### src/rtl/ars_gf233_pkg.sv
// Shared GF(2^233) definitions: field size, reduction tap, element type, FSM states.
// Latency: n/a (declarations only).
// Backpressure: n/a.
package ars_gf233_pkg;

  localparam int M             = 233;
  localparam int REDUCTION_TAP = 74;

  typedef logic [M-1:0] gf233_t;

  typedef enum logic [1:0] {
    IDLE = 2'd0,
    RUN  = 2'd1,
    DONE = 2'd2
  } msquar_state_t;

endpackage

### src/rtl/ars_msquar_if.sv
// Operand/result handshake bundle between the operand registers and the multi-squarer.
// Latency: n/a (wires only).
// Backpressure: valid/ready on both the operand side and the result side.
interface ars_msquar_if
  import ars_gf233_pkg::*;
#(
  parameter int KW = 8
);

  logic          IN_VALID;
  logic          IN_READY;
  gf233_t        DIN;
  logic [KW-1:0] K;
  logic          OUT_VALID;
  logic          OUT_READY;
  gf233_t        DOUT;

  // Upstream side: presents operands and consumes results.
  modport master (
    output IN_VALID, DIN, K, OUT_READY,
    input  IN_READY, OUT_VALID, DOUT
  );

  // Multi-squarer side.
  modport slave (
    input  IN_VALID, DIN, K, OUT_READY,
    output IN_READY, OUT_VALID, DOUT
  );

endinterface

### src/rtl/ars_msquar_squar.sv
// Combinational GF(2^233) squarer modulo x^233 + x^74 + 1.
// Latency: 0 cycles (at most 2 XOR levels per output bit).
// Backpressure: none, purely combinational.
module ARS_squar
  import ars_gf233_pkg::*;
(
  input  gf233_t a,
  output gf233_t sq
);

  // Coefficient a[i] lands on x^(2i). Below H0 it needs no reduction, below H1
  // one fold through x^233 = x^74 + 1 suffices, above that the folded upper
  // term overflows again and is folded a second time.
  localparam int H0 = (M + 1) / 2;
  localparam int H1 = (2 * M - REDUCTION_TAP + 1) / 2;

  // Spread the coefficients and fold the overflowing ones back into range.
  always_comb begin
    sq = '0;
    for (int i = 0; i < H0; i++) begin
      sq[2*i] = sq[2*i] ^ a[i];
    end
    for (int i = H0; i < H1; i++) begin
      sq[2*i-M]               = sq[2*i-M] ^ a[i];
      sq[2*i-M+REDUCTION_TAP] = sq[2*i-M+REDUCTION_TAP] ^ a[i];
    end
    for (int i = H1; i < M; i++) begin
      sq[2*i-M]                     = sq[2*i-M] ^ a[i];
      sq[2*i-2*M+REDUCTION_TAP]     = sq[2*i-2*M+REDUCTION_TAP] ^ a[i];
      sq[2*i-2*M+2*REDUCTION_TAP]   = sq[2*i-2*M+2*REDUCTION_TAP] ^ a[i];
    end
  end

endmodule

### src/rtl/ars_msquar.sv
// Sequential multi-squarer: DOUT = DIN^(2^K) in GF(2^233), SQ_PER_CYC squarings per cycle.
// Latency: ceil(K/SQ_PER_CYC)+1 cycles from the accept cycle to OUT_VALID.
// Backpressure: result held in DONE until OUT_READY; no new operand accepted until back in IDLE.
module ars_msquar
  import ars_gf233_pkg::*;
#(
  parameter int SQ_PER_CYC = 1,
  parameter int KW         = 8
)(
  input  logic         CLK,
  input  logic         RST_N,
  ars_msquar_if.slave  io
);

  localparam logic [KW-1:0] SQ_W = KW'(SQ_PER_CYC);

  msquar_state_t state_q, state_d;
  gf233_t        acc_q, acc_d;
  logic [KW-1:0] cnt_q, cnt_d;
  logic [KW-1:0] step;
  gf233_t        acc_nxt;

  // tap[j] is acc squared j times.
  gf233_t tap [SQ_PER_CYC+1];

  assign tap[0] = acc_q;

  for (genvar j = 0; j < SQ_PER_CYC; j++) begin : g_sq
    ARS_squar u_sq (
      .a  (tap[j]),
      .sq (tap[j+1])
    );
  end

  // Squarings applied this cycle: a full chain, or whatever is left of the count.
  always_comb begin
    step = (cnt_q < SQ_W) ? cnt_q : SQ_W;
  end

  // Tap mux selecting acc squared 'step' times.
  always_comb begin
    acc_nxt = tap[0];
    for (int j = 1; j <= SQ_PER_CYC; j++) begin
      if (step == KW'(j)) acc_nxt = tap[j];
    end
  end

  // Next-state logic for the IDLE -> RUN -> DONE sequence.
  always_comb begin
    state_d = state_q;
    acc_d   = acc_q;
    cnt_d   = cnt_q;
    unique case (state_q)
      IDLE: begin
        if (io.IN_VALID) begin
          acc_d   = io.DIN;
          cnt_d   = io.K;
          state_d = (io.K == '0) ? DONE : RUN;
        end
      end
      RUN: begin
        acc_d = acc_nxt;
        cnt_d = cnt_q - step;
        if (cnt_q == step) state_d = DONE;
      end
      DONE: begin
        if (io.OUT_READY) state_d = IDLE;
      end
      default: state_d = IDLE;
    endcase
  end

  // State, accumulator and remaining-count registers.
  always_ff @(posedge CLK or negedge RST_N) begin
    if (!RST_N) begin
      state_q <= IDLE;
      acc_q   <= '0;
      cnt_q   <= '0;
    end else begin
      state_q <= state_d;
      acc_q   <= acc_d;
      cnt_q   <= cnt_d;
    end
  end

  // Handshake outputs depend on state only; DOUT is gated so intermediate
  // accumulator values never leave the block.
  assign io.IN_READY  = (state_q == IDLE);
  assign io.OUT_VALID = (state_q == DONE);
  assign io.DOUT      = (state_q == DONE) ? acc_q : '0;

endmodule

### src/flat_wrapper.sv
// flat-port wrapper written by rule: the top's interface ports become plain ports
module ars_msquar_flat import ars_gf233_pkg::*;
#(
  parameter int SQ_PER_CYC = 1,
  parameter int KW         = 8
)
  (CLK, RST_N, io_IN_VALID, io_DIN, io_K, io_OUT_READY, io_IN_READY, io_OUT_VALID, io_DOUT);
  ars_msquar_if #(.KW(KW)) io_i ();
  input  logic CLK;
  input  logic RST_N;
  input wire logic [$bits(io_i.IN_VALID)-1:0] io_IN_VALID;
  input wire logic [$bits(io_i.DIN)-1:0] io_DIN;
  input wire logic [$bits(io_i.K)-1:0] io_K;
  input wire logic [$bits(io_i.OUT_READY)-1:0] io_OUT_READY;
  output wire logic [$bits(io_i.IN_READY)-1:0] io_IN_READY;
  output wire logic [$bits(io_i.OUT_VALID)-1:0] io_OUT_VALID;
  output wire logic [$bits(io_i.DOUT)-1:0] io_DOUT;
  assign io_i.IN_VALID = io_IN_VALID;
  assign io_i.DIN = io_DIN;
  assign io_i.K = io_K;
  assign io_i.OUT_READY = io_OUT_READY;
  assign io_IN_READY = io_i.IN_READY;
  assign io_OUT_VALID = io_i.OUT_VALID;
  assign io_DOUT = io_i.DOUT;
  ars_msquar #(.SQ_PER_CYC(SQ_PER_CYC), .KW(KW)) u_core (.CLK(CLK), .RST_N(RST_N), .io(io_i));
endmodule
### config.mk
export PLATFORM = sky130hd
export DESIGN_NAME = ars_msquar_flat
export DESIGN_NICKNAME = d
export VERILOG_FILES = /design/src/rtl/ars_gf233_pkg.sv /design/src/rtl/ars_msquar_if.sv /design/src/rtl/ars_msquar_squar.sv /design/src/rtl/ars_msquar.sv /design/src/flat_wrapper.sv
export SDC_FILE = /design/constraint.sdc
export NUM_CORES = 1
export LEC_CHECK = 0
export CORE_AREA = 2 2 187 189
export CTS_BUF_LIST = sky130_fd_sc_hd__clkbuf_2 sky130_fd_sc_hd__clkbuf_4 sky130_fd_sc_hd__clkbuf_8
export DETAILED_ROUTE_END_ITERATION = 16
export DIE_AREA = 0 0 189 191
export GPL_ROUTABILITY_DRIVEN = 1
export GPL_TIMING_DRIVEN = 0
export PLACE_DENSITY = 0.72
export SETUP_SLACK_MARGIN = 0.2
export SKIP_CTS_REPAIR_TIMING = 1
export SLEW_MARGIN = 40
export SYNTH_ARGS = -nofsm -noshare
export SYNTH_HDL_FRONTEND = slang
export SYNTH_SLANG_ARGS = --single-unit
### constraint.sdc
create_clock -name CLK -period 6.18 [get_ports CLK]
set_clock_uncertainty 0.05 [all_clocks]
set_input_delay 1.545 -clock CLK [delete_from_list [all_inputs] [get_ports CLK]]
set_output_delay 1.545 -clock CLK [all_outputs]
set_load 0.01 [all_outputs]
[Yosys cells after proc, flatten, opt, wreduce, memory -nomap -nowiden]
Cells that the tools add are included.
Cells by class
  mux-type cells: 12
  reduce and logical (&&, ||, !) cells: 6
  add/subtract/negate cells: 1
  bitwise operators: 153
  magnitude comparators: 1
  equal/unequal tests: 8
Operator list (number)
  $mux 233: 3
  $pmux 233 s2: 1
  $xor 1x1->1: 153
  $mux 8: 2
  $pmux 8 s2: 1
  $eq 8x1->1 const B: 1
  $eq 8x8->1: 1
  $logic_not 8->1: 1
  $lt 8x1->1 const B: 1
  $mux 2: 4
  $sub 8x8->8: 1
  $pmux 2 s3: 1
  $reduce_and 3->1: 2
  $ne 2x1->1 const B: 2
  $ne 2x2->1 const B: 2
  $eq 2x1->1 const B: 1
  $eq 2x2->1 const B: 1
  $logic_not 2->1: 1
  $reduce_and 2->1: 1
  $reduce_bool 2->1: 1
Storage, ports and cells
  logic and storage cells: 184
  input port bits: 245
  flip-flop bits (word level): 243

[Depth between registers and ports, before layout]
Gate-level depths: netlist of run 1.
  word-level depth: 5
  mapped depth: 9
  depth with buffers taken out: 8

[Hierarchy]
Synthesis of run 1 repeated with hierarchy kept, for this count alone.
Unflattened totals
  cell total of the unflattened synthesis: 1326
  area total of the unflattened synthesis: 15628.7 um2
By module, submodules not included
  ars_msquar: area each 13688.1 um2, instances 1, cells an instance 1093
  ARS_squar: area each 1940.6 um2, instances 1, cells an instance 233

[Least setup slack after synthesis of run 1]
Ideal clock, no wire load.
  path kind: register -> output
  from: register u_core.state_q[0]
  to: output port io_DOUT[100]
  required time: 4585 ps
  buffers on the path: 4
  cell stages (with the launch flop): 7
  setup slack: 3055 ps
  arrival: 1530 ps
  path through: dfrtp_1 > clkbuf_1 > nor2b_1 > clkbuf_1 > clkbuf_1 > clkbuf_1 > and2_1
On the way
  word-level cells in the longest chain between the ends: 2
Ends and longest elaborated chain
  start: declaration: line ars_msquar.sv:17  | msquar_state_t state_q, state_d;
  start signal: assignment: line ars_msquar.sv:80  | state_q <= state_d;
  $eq 2x2->1: line ars_msquar.sv:90  | assign io.DOUT = (state_q == DONE) ? acc_q : '0;
  $mux 233: line ars_msquar.sv:90
  end: declaration: line flat_wrapper.sv:17  | output wire logic [$bits(io_i.DOUT)-1:0] io_DOUT;
No other way between the ends.

[Worst setup path in the final report of run 1]
  from: register u_core.state_q[0]
  to: output port io_DOUT[64]
Same word-level chain as after synthesis.

==> metrics.yaml, run 1 <==
outcome:
  outcome: "finished, final reports clean"
route:
  vias: 13900
  drcViolationCount: 0
  detail_route.iter0.violations: 1600
  vias_per_cell: 5.88
  dr.pass1.iters: 5
  wirelength_mm: 70.2
  ant_nets: 0
  wire_per_inst_um: 29.6
cts:
  ctsHtreeMaxLevel: 2
  cts_root_buf: "clkbuf_8"
  cts.sinks: 243
  cts.clk_slew.worst_paths_ns: 0.07
  cts_tree: "built"
  cts_buffers: 44
  insertion_delay_ns: 0.57
  clockBufferDepth: 3
final_layout:
  fin_nets: 2132
  drive_gt1_share_pct: 6.70
  fillers: 3045
  syn_to_final_growth_pct: 47.5
worst_setup_path:
  required_ns: 4.59
  end_kind: "primary output"
  cp_max_fo: 10
  critPathKind: "register to primary output"
  arrival_ns: 3.74
  cp-start-kind: "register"
grt:
  grt_use_total_pct: 38.0
  grt_max_degree: 65
  gr-total-overflow: 0
  grt_first_pass_wirelength_mm: 98.1
  antenna_found_initial: 11
  first_global_vias: 13900
synthesis:
  synth_area_um2: 13300
  yosys_warnings: 0
  syn_inst: 1358
  yosysMostFrequentCell: "dfrtp_1"
  netlist_top_cells_count: "dfrtp_1 (243), and2_1 (234), nor2_1 (156)"
  yosys_register_bits: 243
  synth_top_area_share_pct: 45.6
  synth_ff_type: "dfrtp_1"
  ys_seq_area_share_pct: 45.6
  yosys.area.top_type: "dfrtp_1"
  async_flop_share_pct: 100
  synth_edf_count: 0
  syn_nets: 1604
  synth_cell_type_count: 38
  synth_area_leaders: "dfrtp_1 (46%), a221o_1 (11%), and2_1 (11%)"
  syn_area_per_cell_um2: 9.82
power:
  p_int_mw: 5.58
  p_sw_mw: 4.54
  sequentialPowerShare_pct: 41.2
  power.leakage_nw: 8.12
  swShare_pct: 44.9
  p_comb_share_pct: 43.3
  total_power_mw: 10.1
  pwr-share-clk_pct: 15.5
  p_per_area_nw_per_um2: 515
  peakVddDrop_uv: 200
sta:
  period_minus_slack_ns: 5.33
  worst_slew_pin_slew_ns: 0.966
  setup_violations: 0
  fin_tns_setup_ns: 0
  rsz0062_at_grt: "no"
  hold_violations: 0
  hold_ws_ns: 0.478
  report.final.slew_viol_count: 0
  post-route-period-util_pct: 86.3
  slew_headroom_pct: 35.6
  timing.fmax_mhz: 188
floorplanning:
  core_um2: 34100
  fp-row-count: 68
  fp.dieW_um: 189
  initial_utilization_pct: 39.1
  die_area_um2: 36100
  pin_count: 480
  die_h_um: 191
worst_hold_path:
  min_path_type: "register to register"
place:
  portBuffers: 479
  hpwl_mm: 54.5
  gp_congestion: 0.970
job:
  drv_cap: 0
-- metal layers --
metal / vias to the layer above / share of wire, % / global-route usage, %
met3: 183 / 10 / 9.05
li1: 5864 / - / -
met1: 6905 / 39 / 48.2
met4: 6 / 4.8 / 17.5
met5: - / 0.063 / 0
met2: 984 / 46 / 61.6
-- critical path: stages (launching register included) --
cell	delay, ns
dfrtp_1	0.36
clkbuf_1	0.25
nor2b_1	0.18
clkbuf_1	0.45
clkbuf_2	0.61
clkbuf_1	0.51
and2_1	0.27
clkdlybuf4s50_1	0.55
-- final timing paths --
kind	start	to	slack [ns]	depth (start not counted)
setup / recovery	u_core.state_q[0]	io_DOUT[64]	0.85	7
hold reg to reg	u_core.acc_q[86]	u_core.acc_q[172]	0.48	2
min in group asynchronous	RST_N	u_core.acc_q[12]	0.90	1
max in group asynchronous	RST_N	u_core.acc_q[69]	4.12	3
setup reg to reg	u_core.state_q[1]	u_core.acc_q[198]	3.02	7
hold / removal	u_core.acc_q[86]	u_core.acc_q[172]	0.48	2
-- final cells by class --
cell class	instances	area [um2]	share of cell area [%]
antenna	7	17.5	0.0890
buffer	115	639	3.25
clock buffer	68	855	4.34
clock inverter	2	10.0	0.0509
inverter	4	15.0	0.0763
multi-input combinational	996	6600	33.6
sequential	243	6080	30.9
tap	455	569	2.89
timing repair buffer	482	4880	24.8
-- cell usage in the layout, fill, tap and decap left out, types with 3 or more instances in the layout --
| cell type | count |
|---|---|
| a21oi_1 | 4 |
| xnor2_1 | 151 |
| nand2_1 | 90 |
| buf_16 | 3 |
| dfrtp_1 | 243 |
| a221o_1 | 152 |
| o311ai_0 | 3 |
| buf_2 | 15 |
| clkbuf_1 | 61 |
| diode_2 | 7 |
| nor4_1 | 4 |
| nor2b_1 | 8 |
| buf_6 | 19 |
| and2_1 | 234 |
| a22oi_1 | 81 |
| clkbuf_8 | 55 |
| or2_2 | 3 |
| clkbuf_4 | 13 |
| clkbuf_2 | 4 |
| inv_1 | 4 |
| nor2_1 | 156 |
| clkdlybuf4s50_1 | 478 |
| buf_1 | 5 |
| buf_4 | 11 |
| o21ai_0 | 84 |
-- kinds of logic (layout without fill, tap and decap cells) --
family	Yosys count	in the layout	synth area share, %
compound gates	339	339	20.4
xor+xnor	151	151	9.92
fa+ha+maj	1	1	0.0938
buf+inv	119	671	4.87
flops	243	243	45.6
mux	1	1	0.0751
other cells	0	7	0
simple gates	504	504	19.1
-- metrics by stage --
stage / cell area [um2] / cells / worst slack (ns) / util (%)
finish: 19700 / 2372 / 0.848 / 57.7
global route: 19700 / 2370 / 0.798 / 57.6
global placement: 18700 / 2292 / -7.22 / 54.8
CTS: 19700 / 2365 / 0.942 / 57.6
detailed placement: 18800 / 2295 / 1.53 / 55.1
floorplan: 13300 / 1358 / 3.05 / -
-- registers in the layout, indices dropped and copies added, names as in the netlist --
| register | flops |
|---|---|
| u_core.cnt_q | 8 |
| u_core.state_q | 2 |
| u_core.acc_q | 233 |
-- power by group through the flow --
stage	clock network (mW)	logic [mW]	registers [mW]
floorplan	0	3.19	3.22
global placement	0	4.18	4.07
detailed placement	0	4.32	4.08
CTS	1.57	4.34	4.06
global route	1.64	4.79	4.17
finish	1.57	4.39	4.17
Power figures use the tool's default switching activity.
==> run 2, diff against run 1 <==
Settings changed: CTS_CLUSTER_DIAMETER set to 50.
==> metrics.yaml, run 2 (synthesized netlist as in run 1, its figures left out) <==
outcome:
  outcome: "finished, final reports clean"
sta:
  post-route-period-util_pct: 85.8  # -0.45 points
  slew_headroom_pct: 35.3  # -0.35 points
  timing.fmax_mhz: 189  # +0.52%
  report.final.slew_viol_count: 0  # unchanged
  period_minus_slack_ns: 5.30  # -0.0275 ns
  worst_slew_pin_slew_ns: 0.971  # +0.00528 ns
  rsz0062_at_grt: "no"
  setup_violations: 0  # unchanged
  finalWorstSetupSlack_ns: 0.876  # +0.0275 ns
  hold_violations: 0  # unchanged
worst_setup_path:
  r2r_end: "u_core.acc_q[198]"
  end_kind: "primary output"
  startpoint: "u_core.state_q[0]"
  cp_max_fo: 10  # unchanged
  worstReg2RegStart: "u_core.state_q[1]"
  required_ns: 4.59  # about the same
  r2r_slack_ns: 3.02  # about the same
  critPathKind: "register to primary output"
  r2r_cells: 7  # unchanged
  arrival_ns: 3.71  # -0.03 ns
  endpoint: "io_DOUT[72]"
  cp-start-kind: "register"
final_layout:
  final_common_cell: "clkdlybuf4s50_1"
  fin_nets: 2134  # +0.094%
  syn_to_final_growth_pct: 48.8
  multi_input_area_um2: 6600  # unchanged
  fin_util_pct: 58.2  # +0.50 points
  regMostFlops: "u_core.acc_q"
  fillers: 3062  # +0.56%
  largest_register_ffs: 233  # unchanged
  fin_cells: 2389  # +0.72%
  regArea_um2: 6080  # unchanged
  largestRegisters: "u_core.acc_q x233, u_core.cnt_q x8, u_core.state_q x2"
  drive_gt1_share_pct: 7.38  # +0.68 points
  final_cell_mix: "clkdlybuf4s50_1 (478), dfrtp_1 (243), and2_1 (234), nor2_1 (156), a221o_1 (152)"
route:
  detail_route.iter0.violations: 1562  # -2.4%
  met1Wirelength_mm: 27.0  # -0.44%
  vias: 13900  # -0.28%
  dr.pass1.iters: 5  # unchanged
  ant_nets: 0  # unchanged
  wirelength_mm: 70.3  # +0.15%
  vias_per_cell: 5.82  # -0.99%
  drcViolationCount: 0  # unchanged
  routed-wl-met2_mm: 32.8  # +1.3%
  top_layer: "met5"
  wire_per_inst_um: 29.4  # -0.56%
  route.met3.wl_mm: 7.52  # +2.5%
grt:
  antenna_found_initial: 10  # -1
  grt_use_total_pct: 38.0  # about the same
  first_global_vias: 13900  # -0.029%
  grt_first_pass_wirelength_mm: 98.2  # +0.11%
  gr-total-overflow: 0  # unchanged
  grt_max_degree: 65  # unchanged
power:
  sequentialPowerShare_pct: 40.3  # -0.9 points
  peakVddDrop_uv: 213  # +6.7%
  p_int_mw: 5.73  # +2.6%
  power.leakage_nw: 8.20  # +0.89%
  pwr-share-clk_pct: 17.2  # +1.7 points
  p_comb_share_pct: 42.5  # -0.8 points
  p_per_area_nw_per_um2: 521  # +1.2%
  swShare_pct: 44.6  # -0.30 points
  p_sw_mw: 4.61  # +1.4%
place:
  place_inst: 2295  # unchanged
  hpwl_mm: 54.5  # unchanged
  portBuffers: 479  # unchanged
  dp_slack_ns: 1.53  # unchanged
  gp_congestion: 0.970  # unchanged
cts:
  clockBufferDepth: 3  # unchanged
  cts_tree: "built"
  ctsHtreeMaxLevel: 2  # unchanged
  insertion_delay_ns: 0.57  # about the same
  cts.sinks: 243  # unchanged
  cts.clk_slew.worst_paths_ns: 0.07  # about the same
  cts_buffers: 46  # +4.5%
  cts_root_buf: "clkbuf_8"
worst_hold_path:
  min_path_type: "register to register"
  worstHoldStart: "u_core.cnt_q[7]"
job:
  drv_cap: 0  # unchanged
floorplanning:
  fp.dieW_um: 189  # unchanged
  core_um2: 34100  # unchanged
  initial_utilization_pct: 39.1  # unchanged
  fp-row-count: 68  # unchanged
  die_h_um: 191  # unchanged
  pin_count: 480  # unchanged
  die_area_um2: 36100  # unchanged
==> run 2: changes by cell type in the layout (fill, tap and decap cells not counted) <==
cell        before  now
clkbuf_4        13   11
clkinvlp_4       0    4
clkbuf_8        55   59
clkinv_4         0    1
bufinv_16        0    2
diode_2          7   10
clkinv_2         2    7
==> run 2: power by group through the flow <==
stage               Clock, mW  Combinational, mW  Sequential [mW]
finish                   1.78               4.39             4.17
global route             1.84               4.79             4.17
CTS                      1.77               4.35             4.06
detailed placement          0               4.32             4.08
global placement            0               4.18             4.07
floorplan                   0               3.19             3.22
==> run 2: area by class of cell <==
type,instances,area share [%]
repair buffers,482,24.6
clock inverters,14,0.675
plain buffers,115,3.22
clock buffers,70,4.51
multi-input cells,996,33.3
inverters,4,0.0757
well taps,455,2.87
diodes,10,0.126
flip-flops and latches,243,30.6
==> run 2: how the worst min path moves through the flow <==
stage,to,slack [ns],depth (start not counted)
after floorplan,u_core.cnt_q[7],0.41,1
after global placement,u_core.cnt_q[7],0.43,1
after detailed placement,u_core.cnt_q[7],0.46,1
after CTS,u_core.cnt_q[7],0.47,1
after global routing,u_core.acc_q[95],0.50,1
final,u_core.cnt_q[7],0.48,1
==> run 2: critical path, cell delays in order, from the launching register on <==
cell and delay [ns]:
dfrtp_1 0.37, clkbuf_1 0.24, nor2b_1 0.18, clkbuf_1 0.44, clkbuf_2 0.60, clkbuf_1 0.50, and2_1 0.22, clkdlybuf4s50_1 0.60
==> run 2: metrics by stage <==
step                power [mW]  hold WS [ns]  instance area [um2]   TNS, ns
global route              10.8         0.500                19800         0
detailed placement        8.40         0.459                18800         0
finish                    10.3         0.477                19800         0
global placement          8.25         0.429                18700  -1749.63
floorplan                 6.41         0.408                13300         0
CTS                       10.2         0.467                19800         0
==> run 2: per-layer routing <==
layer | up-vias | global-route usage (%)
met4 | 4 | 16.3
met3 | 159 | 8.87
met5 | - | 0
met1 | 6912 | 48.5
li1 | 5876 | -
met2 | 952 | 61.9
==> run 3, diff against run 2 <==
Settings changed: GPL_ROUTABILITY_DRIVEN 1 to not set, SLEW_MARGIN 40 to not set.
==> metrics.yaml, run 3 (synthesized netlist as in run 1, its figures left out) <==
floorplanning:
  initial_utilization_pct: 39.1  # unchanged
  fp-row-count: 68  # unchanged
  die_h_um: 191  # unchanged
  core_um2: 34100  # unchanged
  pin_count: 480  # unchanged
  fp.dieW_um: 189  # unchanged
  die_area_um2: 36100  # unchanged
worst_setup_path:
  critPathKind: "register to primary output"
  end_kind: "primary output"
  cp-start-kind: "register"
  cp_slowest_cell: "clkbuf_1"
  cp_num_buf_inv: 5  # unchanged
  r2r_end: "u_core.acc_q[198]"
  crit_family: "buffers and inverters"
  r2r_cells: 7  # unchanged
  slowest_delay_ns: 0.99  # +0.39 ns
  r2r_slack_ns: 2.59  # -0.43 ns
  arrival_ns: 4.17  # +0.46 ns
  cp_max_fo: 10  # unchanged
  worstReg2RegStart: "u_core.state_q[1]"
  required_ns: 4.59  # about the same
  path_cells: "clkbuf_1, nor2b_1, clkbuf_1, clkbuf_1, clkbuf_1, and2_1, clkdlybuf4s50_1"
  startpoint: "u_core.state_q[0]"
  path_common_cell: "clkbuf_1"
route:
  ant_nets: 0  # unchanged
  vias: 14000  # +0.99%
  wirelength_mm: 70.5  # +0.30%
  drcViolationCount: 0  # unchanged
  detail_route.iter0.violations: 1499  # -4.0%
  dr.pass1.iters: 5  # unchanged
  vias_per_cell: 5.89  # +1.2%
  wire_per_inst_um: 29.6  # +0.51%
final_layout:
  fin_nets: 2133  # -0.047%
  final_cell_mix: "clkdlybuf4s50_1 (478), dfrtp_1 (243), and2_1 (234), nor2_1 (156), a221o_1 (152)"
  syn_to_final_growth_pct: 48.3
  drive_gt1_share_pct: 7.03  # -0.35 points
  final_common_cell: "clkdlybuf4s50_1"
  largest_register_ffs: 233  # unchanged
  fin_util_pct: 58.0  # -0.19 points
  stdcell_area_um2: 19800  # -0.33%
  fin_cells: 2384  # -0.21%
  regMostFlops: "u_core.acc_q"
  fillers: 3055  # -0.23%
  largestRegisters: "u_core.acc_q x233, u_core.cnt_q x8, u_core.state_q x2"
power:
  p_per_area_nw_per_um2: 520  # -0.11%
  total_power_mw: 10.3  # -0.44%
  power.leakage_nw: 8.17  # -0.33%
  peakVddDrop_uv: 205  # -4.1%
sta:
  post-route-period-util_pct: 93.3  # +7.5 points
  setup_violations: 0  # unchanged
  worst_slew_pin_slew_ns: 1.27  # +0.297 ns
  finalWorstSetupSlack_ns: 0.411  # -0.465 ns
  rsz0062_at_grt: "no"
  report.final.slew_viol_count: 0  # unchanged
  slew_headroom_pct: 15.5  # -20 points
  period_minus_slack_ns: 5.77  # +0.465 ns
  fin_tns_setup_ns: 0  # unchanged
  timing.fmax_mhz: 173  # -8.1%
  hold_ws_ns: 0.474  # -0.00323 ns
  hold_violations: 0  # unchanged
outcome:
  outcome: "finished, final reports clean"
place:
  dp_slack_ns: 1.11  # -0.413 ns
  hpwl_mm: 54.2  # -0.40%
  gp_congestion: 0.970  # unchanged
  portBuffers: 479  # unchanged
  post_dp_cell_area_um2: 18800  # -0.17%
  place_inst: 2294  # -0.044%
cts:
  cts.clk_slew.worst_paths_ns: 0.06  # about the same
  ctsHtreeMaxLevel: 2  # unchanged
  cts.sinks: 243  # unchanged
  clockBufferDepth: 3  # unchanged
  cts_tree: "built"
  cts_buffers: 46  # unchanged
  cts_root_buf: "clkbuf_8"
  insertion_delay_ns: 0.58  # about the same
worst_hold_path:
  worstHoldStart: "u_core.cnt_q[7]"
  min_delay_path_depth: 1  # unchanged
  min_path_type: "register to register"
  min_to: "u_core.cnt_q[7]"
grt:
  grt_use_total_pct: 37.8  # -0.20 points
  antenna_found_initial: 9  # -1
  first_global_vias: 13900  # -0.40%
  grt_max_degree: 120  # +85%
  grt_first_pass_wirelength_mm: 97.4  # -0.85%
  gr-total-overflow: 0  # unchanged
job:
  drv_cap: 0  # unchanged
## run 3: changes by cell type in the layout (fill, tap and decap cells not counted)
cell        delta
clkbuf_1       +3
buf_1          +1
buf_16         -1
diode_2        -2
bufinv_16      -2
clkinv_4       -1
clkinvlp_4     -3
clkinv_2       -1
clkbuf_2       -4
clkbuf_8       +5
## run 3: routing by layer
| layer | vias to the layer above | track usage [%] | part of all wire (%) |
|---|---|---|---|
| li1 | 5876 | - | - |
| met1 | 7011 | 48.2 | 38 |
| met2 | 991 | 61.5 | 47 |
| met3 | 159 | 8.90 | 11 |
| met4 | 4 | 16.4 | 4.2 |
| met5 | - | 0 | 0.040 |
## run 3: final cells by class
type / instances / area, um2 / area share (%)
clock buffer: 75 / 963 / 4.87
buffer: 115 / 634 / 3.21
timing repair buffer: 481 / 4850 / 24.5
inverter: 4 / 15.0 / 0.0759
sequential: 243 / 6080 / 30.7
tap: 455 / 569 / 2.88
antenna: 8 / 20.0 / 0.101
multi-input combinational: 996 / 6600 / 33.4
clock inverter: 7 / 37.5 / 0.190
## run 3: worst max-delay path by stage
stage / to / slack, ns / cells past startpoint
after floorplan: io_DOUT[100] / 3.05 / 6
after global placement: u_core.acc_q[145] / -7.22 / 1
after detailed placement: io_DOUT[64] / 1.11 / 7
after CTS: io_DOUT[64] / 0.50 / 7
after global routing: io_DOUT[64] / 0.39 / 7
final: io_DOUT[64] / 0.41 / 7
## run 3: report_power, final
part | total, mW | internal [mW] | switching [mW]
Sequential | 4.17 | 2.48 | 1.69
Combinational | 4.40 | 2.23 | 2.17
Clock | 1.72 | 0.982 | 0.737
Total | 10.3 | 5.70 | 4.59
